$ cat src/rtl/reorder_buffer_pkg.sv
//------------------------------------------------------------------------------
// reorder_buffer_pkg : shared ROB/RS encodings and default widths
// Revision: 1.0
//------------------------------------------------------------------------------
`default_nettype none

package reorder_buffer_pkg;

  localparam int ROB_WIDTH_DEF = 4;
  localparam int REG_WIDTH_DEF = 5;

  typedef enum logic [1:0] {
    ROB_REG    = 2'd0,
    ROB_STORE  = 2'd1,
    ROB_BRANCH = 2'd2,
    ROB_NOP    = 2'd3
  } rob_type_e;

  typedef enum logic [2:0] {
    RS_OP_ALU    = 3'd0,
    RS_OP_BRANCH = 3'd1,
    RS_OP_LOAD   = 3'd2,
    RS_OP_STORE  = 3'd3,
    RS_OP_JUMP   = 3'd4
  } rs_op_e;

  // Branch outcome travels in bit 0 of the result word.
  function automatic logic is_mispredict(input logic taken, input logic pred_taken);
    return taken != pred_taken;
  endfunction

endpackage

`default_nettype wire

$ cat src/rtl/reorder_buffer_query.sv
//------------------------------------------------------------------------------
// rob_query_port : operand readiness lookup with same-cycle result bus bypass
// Revision: 1.0
//------------------------------------------------------------------------------
`default_nettype none

module rob_query_port #(
  parameter int ROB_WIDTH = 4
) (
  input  logic [ROB_WIDTH-1:0]           i_index,
  input  logic [(1<<ROB_WIDTH)-1:0]      i_readyVec,
  input  logic [(32<<ROB_WIDTH)-1:0]     i_valueFlat,
  input  logic                           i_rsUpdate,
  input  logic [ROB_WIDTH-1:0]           i_rsRobId,
  input  logic [31:0]                    i_rsVal,
  input  logic                           i_lsbUpdate,
  input  logic [ROB_WIDTH-1:0]           i_lsbRobId,
  input  logic [31:0]                    i_lsbVal,
  output logic                           o_ready,
  output logic [31:0]                    o_val
);

  always_comb begin
    o_ready = i_readyVec[i_index];
    o_val   = i_valueFlat[{i_index, 5'd0} +: 32];
    if (i_rsUpdate && i_rsRobId == i_index) begin
      o_ready = 1'b1;
      o_val   = i_rsVal;
    end
    if (i_lsbUpdate && i_lsbRobId == i_index) begin
      o_ready = 1'b1;
      o_val   = i_lsbVal;
    end
  end

endmodule

`default_nettype wire

$ cat src/rtl/reorder_buffer.sv
//------------------------------------------------------------------------------
// reorder_buffer : circular in-order commit queue with result capture and flush
// Revision: 1.0
//------------------------------------------------------------------------------
`default_nettype none

module reorder_buffer
  import reorder_buffer_pkg::*;
#(
  parameter int ROB_WIDTH = ROB_WIDTH_DEF,
  parameter int REG_WIDTH = REG_WIDTH_DEF
) (
  input  logic                 clockIn,
  input  logic                 resetIn,
  input  logic                 issueValid,
  input  logic [1:0]           issueType,
  input  logic [REG_WIDTH-1:0] issueRd,
  input  logic                 issuePredTaken,
  input  logic [31:0]          issueAltPc,
  output logic [ROB_WIDTH-1:0] issueIndex,
  output logic                 full,
  input  logic                 rsUpdate,
  input  logic [ROB_WIDTH-1:0] rsRobId,
  input  logic [31:0]          rsVal,
  input  logic                 lsbUpdate,
  input  logic [ROB_WIDTH-1:0] lsbRobId,
  input  logic [31:0]          lsbVal,
  input  logic [ROB_WIDTH-1:0] query1Index,
  input  logic [ROB_WIDTH-1:0] query2Index,
  output logic                 query1Ready,
  output logic                 query2Ready,
  output logic [31:0]          query1Val,
  output logic [31:0]          query2Val,
  output logic                 commitReg,
  output logic [REG_WIDTH-1:0] commitRd,
  output logic [31:0]          commitVal,
  output logic [ROB_WIDTH-1:0] commitRobId,
  output logic                 commitStore,
  output logic                 clear,
  output logic [31:0]          clearPc
);

  localparam int                 c_DEPTH      = 1 << ROB_WIDTH;
  localparam logic [ROB_WIDTH:0] c_FULL_LEVEL = (ROB_WIDTH+1)'(c_DEPTH - 1);
  localparam logic [ROB_WIDTH:0] c_MAX_COUNT  = (ROB_WIDTH+1)'(c_DEPTH);

  logic [c_DEPTH-1:0]   r_valid;
  logic [c_DEPTH-1:0]   r_ready;
  logic [c_DEPTH-1:0]   r_predTaken;
  rob_type_e            r_type   [c_DEPTH];
  logic [REG_WIDTH-1:0] r_rd     [c_DEPTH];
  logic [31:0]          r_value  [c_DEPTH];
  logic [31:0]          r_altPc  [c_DEPTH];
  logic [ROB_WIDTH-1:0] r_head;
  logic [ROB_WIDTH-1:0] r_tail;
  logic [ROB_WIDTH:0]   r_count;

  logic                 r_commitReg;
  logic [REG_WIDTH-1:0] r_commitRd;
  logic [31:0]          r_commitVal;
  logic [ROB_WIDTH-1:0] r_commitRobId;
  logic                 r_commitStore;
  logic                 r_clear;
  logic [31:0]          r_clearPc;

  logic                    w_commit;
  logic                    w_flush;
  logic                    w_issue;
  logic [(32<<ROB_WIDTH)-1:0] w_valueFlat;

  assign w_commit = r_valid[r_head] & r_ready[r_head];
  assign w_flush  = w_commit && (r_type[r_head] == ROB_BRANCH) &&
                    is_mispredict(r_value[r_head][0], r_predTaken[r_head]);
  assign w_issue  = issueValid & ~w_flush;

  assign issueIndex  = r_tail;
  assign full        = (r_count >= c_FULL_LEVEL);
  assign commitReg   = r_commitReg;
  assign commitRd    = r_commitRd;
  assign commitVal   = r_commitVal;
  assign commitRobId = r_commitRobId;
  assign commitStore = r_commitStore;
  assign clear       = r_clear;
  assign clearPc     = r_clearPc;

  always_ff @(posedge clockIn or negedge resetIn) begin
    if (!resetIn) begin
      r_valid <= '0;
      r_ready <= '0;
      r_head  <= '0;
      r_tail  <= '0;
      r_count <= '0;
    end else begin
      assert (!(issueValid && r_count == c_MAX_COUNT));
      if (w_flush) begin
        r_valid <= '0;
        r_ready <= '0;
        r_head  <= '0;
        r_tail  <= '0;
        r_count <= '0;
      end else begin
        for (int i = 0; i < c_DEPTH; i++) begin
          if (r_valid[i] && ((rsUpdate && rsRobId == ROB_WIDTH'(i)) ||
                             (lsbUpdate && lsbRobId == ROB_WIDTH'(i))))
            r_ready[i] <= 1'b1;
        end
        if (w_commit) begin
          r_valid[r_head] <= 1'b0;
          r_head          <= r_head + ROB_WIDTH'(1);
        end
        if (w_issue) begin
          r_valid[r_tail] <= 1'b1;
          r_ready[r_tail] <= (issueType == ROB_NOP);
          r_tail          <= r_tail + ROB_WIDTH'(1);
        end
        case ({w_issue, w_commit})
          2'b10:   r_count <= r_count + (ROB_WIDTH+1)'(1);
          2'b01:   r_count <= r_count - (ROB_WIDTH+1)'(1);
          default: r_count <= r_count;
        endcase
      end
    end
  end

  // Payload needs no reset: it is only observed behind valid/ready.
  always_ff @(posedge clockIn) begin
    if (!w_flush) begin
      for (int i = 0; i < c_DEPTH; i++) begin
        if (r_valid[i] && rsUpdate && rsRobId == ROB_WIDTH'(i))
          r_value[i] <= rsVal;
        if (r_valid[i] && lsbUpdate && lsbRobId == ROB_WIDTH'(i))
          r_value[i] <= lsbVal;
      end
      if (w_issue) begin
        r_type[r_tail]      <= rob_type_e'(issueType);
        r_rd[r_tail]        <= issueRd;
        r_predTaken[r_tail] <= issuePredTaken;
        r_altPc[r_tail]     <= issueAltPc;
      end
    end
  end

  always_ff @(posedge clockIn or negedge resetIn) begin
    if (!resetIn) begin
      r_commitReg   <= 1'b0;
      r_commitRd    <= '0;
      r_commitVal   <= '0;
      r_commitRobId <= '0;
      r_commitStore <= 1'b0;
      r_clear       <= 1'b0;
      r_clearPc     <= '0;
    end else begin
      r_commitReg   <= 1'b0;
      r_commitStore <= 1'b0;
      r_clear       <= 1'b0;
      if (w_commit) begin
        r_commitRobId <= r_head;
        case (r_type[r_head])
          ROB_REG: begin
            r_commitReg <= 1'b1;
            r_commitRd  <= r_rd[r_head];
            r_commitVal <= r_value[r_head];
          end
          ROB_STORE: r_commitStore <= 1'b1;
          ROB_BRANCH: begin
            if (w_flush) begin
              r_clear   <= 1'b1;
              r_clearPc <= r_altPc[r_head];
            end
          end
          default: ;
        endcase
      end
    end
  end

  for (genvar gi = 0; gi < c_DEPTH; gi++) begin : g_flat
    assign w_valueFlat[gi*32 +: 32] = r_value[gi];
  end

  rob_query_port #(.ROB_WIDTH(ROB_WIDTH)) u_query1 (
    .i_index     (query1Index),
    .i_readyVec  (r_ready),
    .i_valueFlat (w_valueFlat),
    .i_rsUpdate  (rsUpdate),
    .i_rsRobId   (rsRobId),
    .i_rsVal     (rsVal),
    .i_lsbUpdate (lsbUpdate),
    .i_lsbRobId  (lsbRobId),
    .i_lsbVal    (lsbVal),
    .o_ready     (query1Ready),
    .o_val       (query1Val)
  );

  rob_query_port #(.ROB_WIDTH(ROB_WIDTH)) u_query2 (
    .i_index     (query2Index),
    .i_readyVec  (r_ready),
    .i_valueFlat (w_valueFlat),
    .i_rsUpdate  (rsUpdate),
    .i_rsRobId   (rsRobId),
    .i_rsVal     (rsVal),
    .i_lsbUpdate (lsbUpdate),
    .i_lsbRobId  (lsbRobId),
    .i_lsbVal    (lsbVal),
    .o_ready     (query2Ready),
    .o_val       (query2Val)
  );

endmodule

`default_nettype wire

$ cat config.mk
export PLATFORM = sky130hd
export DESIGN_NAME = reorder_buffer
export DESIGN_NICKNAME = d
export VERILOG_FILES = /design/src/rtl/reorder_buffer_pkg.sv /design/src/rtl/reorder_buffer_query.sv /design/src/rtl/reorder_buffer.sv
export SDC_FILE = /design/constraint.sdc
export NUM_CORES = 2
export LEC_CHECK = 0
export ABC_CLOCK_PERIOD_IN_PS = 11000
export BUFFER_PORTS_ARGS = -buffer_cell sky130_fd_sc_hd__clkbuf_2
export CAP_MARGIN = 15
export CORE_MARGIN = 2
export CORE_UTILIZATION = 61
export DETAILED_ROUTE_END_ITERATION = 10
export PLACE_DENSITY_LB_ADDON = 0.1
export SLEW_MARGIN = 20
export SYNTH_ARGS = -nofsm -noshare
export SYNTH_HDL_FRONTEND = slang
export SYNTH_SLANG_ARGS = --single-unit
$ cat constraint.sdc
create_clock -name clockIn -period 11 [get_ports clockIn]
set_input_delay 1.65 -clock clockIn [delete_from_list [all_inputs] [get_ports clockIn]]
set_output_delay 1.65 -clock clockIn [all_outputs]
set_load 0.1 [all_outputs]
## Word-level counts from Yosys, hierarchy flattened

Memory sizes are Yosys's and may differ from the RTL's. A register that Yosys moved wholly into a read port is not among the register bits.
Index checks and enable logic that the tools add are counted.
Widths: inputs -> output; s select.

| word-level totals | value |
|---|---|
| flip-flop bits (word level) | 100 |
| bits in latches | 0 |
| RAM bits | 1,136 |
| bits in read-only memories | 0 |
| output and inout bits | 147 |
| logic and storage cells | 427 |
| memories | 4 |

| operators by class | value |
|---|---|
| add/subtract/negate cells | 4 |
| $mul | 0 |
| div/mod/pow operators | 0 |
| magnitude comparators | 7 |
| equality and inequality tests | 40 |
| shifts and indexed selects | 2 |
| multiplexer cells | 190 |
| bitwise gates (word level) | 22 |
| reductions and logical operators | 147 |

Memory list:

| name | depth | bits a word | read ports | clocked after memory_dff | wr ports | RTL line | text |
|---|---|---|---|---|---|---|---|
| r_altPc | 16 | 32 | 1 | 1 | 1 | reorder_buffer.sv:53 | `logic [31:0] r_altPc [c_DEPTH];` |
| r_value | 16 | 32 | 17 | 0 | 16 | reorder_buffer.sv:52 | `logic [31:0] r_value [c_DEPTH];` |
| r_rd | 16 | 5 | 1 | 1 | 1 | reorder_buffer.sv:51 | `logic [REG_WIDTH-1:0] r_rd [c_DEPTH];` |
| r_type | 16 | 2 | 1 | 0 | 1 | reorder_buffer.sv:50 | `rob_type_e r_type [c_DEPTH];` |

Operator list:

| kind | count |
|---|---|
| $shiftx 512x10->32 | 2 |
| $mux 32 | 20 |
| $mux 1 | 149 |
| $logic_and 1x1->1 | 120 |
| $mux 16 | 6 |
| $eq 4x4->1 const B | 16 |
| $bwmux 16 | 2 |
| $eq 4x3->1 const B | 8 |
| $bmux 1 s4 | 5 |
| $lt 4x5->1 const B | 4 |
| $and 16x16->16 | 1 |
| $eq 4x2->1 const B | 4 |
| $eq 4x4->1 | 4 |
| $logic_or 1x1->1 | 16 |
| $mux 4 | 4 |
| $not 16->16 | 1 |
| $or 1x1->1 | 16 |
| $or 16x16->16 | 1 |
| $pmux 5 s2 | 1 |
| $add 4x1->4 const B | 2 |
| $demux 1 s4 | 2 |
| $eq 4x1->1 const B | 2 |
| $ge 4x1->1 const B | 2 |
| $logic_not 4->1 | 2 |
| other kinds (15) | 22 |

## Longest topological paths before layout

| logic depth | value |
|---|---|
| depth after elaboration | 11 |
| depth in mapped cells | 16 |
| gate-level depth less buffers | 13 |

## Modules after synthesis

From an unflattened synthesis, not the netlist that was laid out.

| unflattened totals | value |
|---|---|
| cell total of the unflattened synthesis | 3,687 |
| area total of the unflattened synthesis | 66,183.5 µm² |

By module, submodules not included:

| module | times used | cells each | area each (µm²) |
|---|---|---|---|
| reorder_buffer | 1 | 2,803 | 56,436.6 |
| rob_query_port | 2 | 442 | 4,873.4 |

## Least setup slack after synthesis

OpenSTA, ideal clock, no wires.

| path | value |
|---|---|
| kind | input port to output port |
| start point | in query2Index[0] |
| end point | out query2Val[10] |
| arrival time | 5,885 ps |
| setup slack | 3,465 ps |
| cell stages on the path | 8 |
| cells stage by stage | clkbuf_1 -> clkbuf_1 -> buf_2 -> xor2_1 -> nor4_1 -> buf_2 -> mux2i_1 -> o21ai_0 |

| between the ends | value |
|---|---|
| word-level cells in the longest chain between the ends | 4 |
| elaborated cells on any way between the ends | 7 |

Ends and longest elaborated chain:

| element | RTL line | text |
|---|---|---|
| start: declaration | reorder_buffer.sv:29 | `input logic [ROB_WIDTH-1:0] query2Index,` |
| parallel branches: the longest is 3 deep, another holds $shiftx 512x10->32 | - |  |
| $mux 32 * | reorder_buffer_query.sv:30 | `if (i_lsbUpdate && i_lsbRobId == i_index) begin` |
| end: declaration | reorder_buffer.sv:33 | `output logic [31:0] query2Val,` |

Mark *: on every way between the ends.

## Worst setup path in the final report

| path | value |
|---|---|
| start point | reg r_head[1] |
| end point | mem r_altPc[12][7] (enable) |

| between the ends | value |
|---|---|
| word-level cells in the longest chain between the ends | 10 |
| elaborated cells on any way between the ends | 18 |

Ends and longest elaborated chain:

| element | RTL line | text |
|---|---|---|
| start: declaration | reorder_buffer.sv:54 | `logic [ROB_WIDTH-1:0] r_head;` |
| start signal: assignment | reorder_buffer.sv:109 | `r_head <= r_head + ROB_WIDTH'(1);` |
| $bmux 1 s4 | reorder_buffer.sv:71 | `assign w_commit = r_valid[r_head] & r_ready[r_head];` |
| $mux 1 (not written as such) | reorder_buffer.sv:71 |  |
| $and 1x1->1 | reorder_buffer.sv:71 |  |
| $logic_and 1x1->1 | reorder_buffer.sv:72 | `assign w_flush = w_commit && (r_type[r_head] == ROB_BRANCH) &&` |
| $logic_and 1x1->1 * | reorder_buffer.sv:72 |  |
| $not 1->1 (no line) | - |  |
| $and 1x1->1 | reorder_buffer.sv:74 | `assign w_issue = issueValid & ~w_flush;` |
| $mux 1 | reorder_buffer.sv:134 | `if (w_issue) begin` |
| $mux 1 * | reorder_buffer.sv:127 | `if (!w_flush) begin` |
| $mux 1 (not written as such) * | reorder_buffer.sv:138 | `r_altPc[r_tail] <= issueAltPc;` |
| end: declaration | reorder_buffer.sv:53 |  |

Mark *: on every way between the ends. The rest lies on a longest branch, timed or not. The select of a mux whose other input is x is not followed.

==> flow_summary.toml <==
[sta]
period_minus_slack_ns = 7.164
rsz0062_at_grt = "no"
setup-violations-final = 0
fin_ws_ns = 3.836
worst_slew_pin_slew_ns = 1.177
fin_crit_sh_pct = 65.13
timing.fmax_ghz = 0.1396
hold_ws_ns = 0.4892
skew_ns = 0.03275
finalHoldViolations = 0
tns_ns = 0
max_slew_margin_pct = 21.55
drv_slew = 0

[cells_and_area]
fin_util_pct = 68.38
fill_cells = 6692
multi_input_area_mm2 = 0.02585
regArea_mm2 = 0.03764
nNetsFinal = 3718
area_growth_pct = 11.10
drive_gt1_share_pct = 50.85

[yosys]
ys_seq_area_share_pct = 58.07
syn_area_mm2 = 0.06479
syn_inst = 3438
yosysTopAreaCell = "edfxtp_1"
avgSynthCellArea_um2 = 18.85
synth_enable_flop_cells = 1152
synth.distinct_cells = 49
async_reset_ff_share_pct = 9.505
synth_area_leaders = "edfxtp_1 (53%), mux4_2 (24%), mux2_2 (9.7%), dfrtp_1 (4.7%), clkbuf_1 (1.1%)"
synthesis.nets = 3575
synth_common_cells = "edfxtp_1 (1152), mux4_2 (694), mux2_2 (556)"
ys_ff_latch = 1273
synthFlopType = "edfxtp_1"
yosys_warnings = 0
yosysMostFrequentCell = "edfxtp_1"
synth.top_cell.area_share_pct = 53.39

[routing]
wl_per_cell_um = 36.45
ant_nets = 0
routed_wl_mm = 185.5
drc = 0
drt_pass1_iterations = 8
num_vias = 37640
via_per_inst = 7.395
drtIter0Drc = 4891

[floorplan]
start_util_pct = 61.55
die_width_um = 329.9
die_h_um = 329.9
design.core.area_mm2 = 0.1053
rows = 119
dieArea_mm2 = 0.1088
num_io_pins = 272

[global_routing]
grt_antenna_before_repair = 14
grt_max_degree = 107
grt_usage_pct = 34.92
grt_pass1_wl_mm = 269.3
gr-total-overflow = 0
first_global_vias = 38730

[critical_path]
criticalPathCategory = "reg -> reg"
end_kind = "flip-flop"
arrival_ns = 7.55
crit_required_ns = 11.39
crit_fanout = 63
r2r_slack_ns = 3.84
reg2reg_to = "r_altPc[12][7]"
rr_startpoint = "r_head[1]"
crit_end = "r_altPc[12][7]"
r2r_cells = 11
start_kind = "flip-flop"
crit_start = "r_head[1]"

[clocking]
cts_tree = "built"
clock_latency_ns = 0.77
cts_resized = 0
cts_made_buffers = 138
post-cts-setup-buffer-count = 0
cts_buffer_depth = 3
path_clk_slew_ns = 0.06
ctsHoldBuffers = 0
clock_sinks = 1273
clockRootBuffer = "clkbuf_16"
htreeDepth = 4

[pwr]
ir_drop_mv = 0.2914
total_power_w = 0.01679
power.density_mw_per_mm2 = 233.3
leakagePower_nw = 23.54

[placed_design]
routabilityCongestion = 0.8773
io_buffers = 271
place_ws_ns = 4.017
dp_hpwl_mm = 101.6

[run_status]
status = "finished, final reports clean"

[run]
maxCapViolCount = 0

[hold_path]
hp-class = "reg -> reg"
hp-start = "commitRobId[1]"
sequential cells by signal, summed over array words and instances (netlist names), 4 cells and up:
signal       flops
commitVal       32
r_predTaken     16
r_count          5
issueIndex       4
r_rd            80
clearPc         32
r_type          32
r_altPc        512
r_ready         16
r_head           4
commitRd         5
commitRobId      4
r_valid         16
r_value        512
report_power, final:
group	switching, W	internal (W)	total (W)
Sequential	0.000422	0.00584	0.00626
Combinational	0.00368	0.00216	0.00584
Clock	0.00198	0.00271	0.00469
Total	0.00609	0.0107	0.0168
placed cells by master, fill, tap and decap left out, types with 22 or more instances in the layout:
cell	synthesis	routed
mux2_1	27	27
clkinv_1	0	22
clkbuf_2	0	264
mux2i_1	65	65
edfxtp_1	1152	1152
clkinv_2	0	22
mux2_2	556	556
clkbuf_16	0	140
nand2_1	93	93
clkbuf_1	188	31
buf_4	38	84
o21ai_0	77	77
a21oi_1	23	23
mux4_2	694	694
nor2_1	71	54
dfrtp_1	121	117
cells by family after synthesis:
group           Yosys count  synth area share (%)
compound gates          160                 1.715
xor+xnor                 24                0.3360
fa+ha+maj                12                0.2433
buf+inv                 364                 2.497
flops                  1273                 58.07
mux                    1342                 35.26
simple gates            263                 1.881
routing by layer:
layer	part of all wire [%]	global-route usage [%]	vias to the layer above
li1	-	-	14730
met1	35	46.57	19950
met2	50	56.45	2432
met3	10	7.699	513
met4	4.4	14.68	24
met5	0.079	0	-
final cells by class:
type,instances,area share (%)
Inverter,10,0.05562
Sequential cell,1273,52.29
Tap cell,1391,2.418
Clock buffer,175,5.105
Multi-Input combinational cell,1801,35.91
Clock inverter,79,1.302
Timing Repair Buffer,357,2.912
Antenna cell,4,0.01391
worst min path at each step:
stage / end / slack, ns / depth (start not counted)
2_1_floorplan: r_valid[14] / 0.51 / 2
3_3_place_gp: commitRobId[1] / 0.47 / 2
3_5_place_dp: commitRobId[1] / 0.48 / 2
4_1_cts: commitRobId[1] / 0.50 / 2
5_1_grt: commitVal[5] / 0.52 / 1
6_report: commitRobId[1] / 0.49 / 2
critical path, stage by stage, from the launching register on:
cell	delay, ns
dfrtp_4	1.20
buf_4	0.94
mux4_2	0.62
nand2_1	0.10
nand4_1	0.72
nand4_2	0.33
buf_4	0.45
or2_1	0.40
inv_4	0.38
buf_4	0.49
nor3_2	0.29
buf_4	0.66
metrics by stage:
step / instances / instance area, um2
floorplan: 3438 / 64790
global placement: 4831 / 67340
detailed placement: 4831 / 67340
CTS: 5085 / 71950
global route: 5086 / 71970
finish: 5090 / 71980
Note: power is estimated with default switching activity, not from simulation.
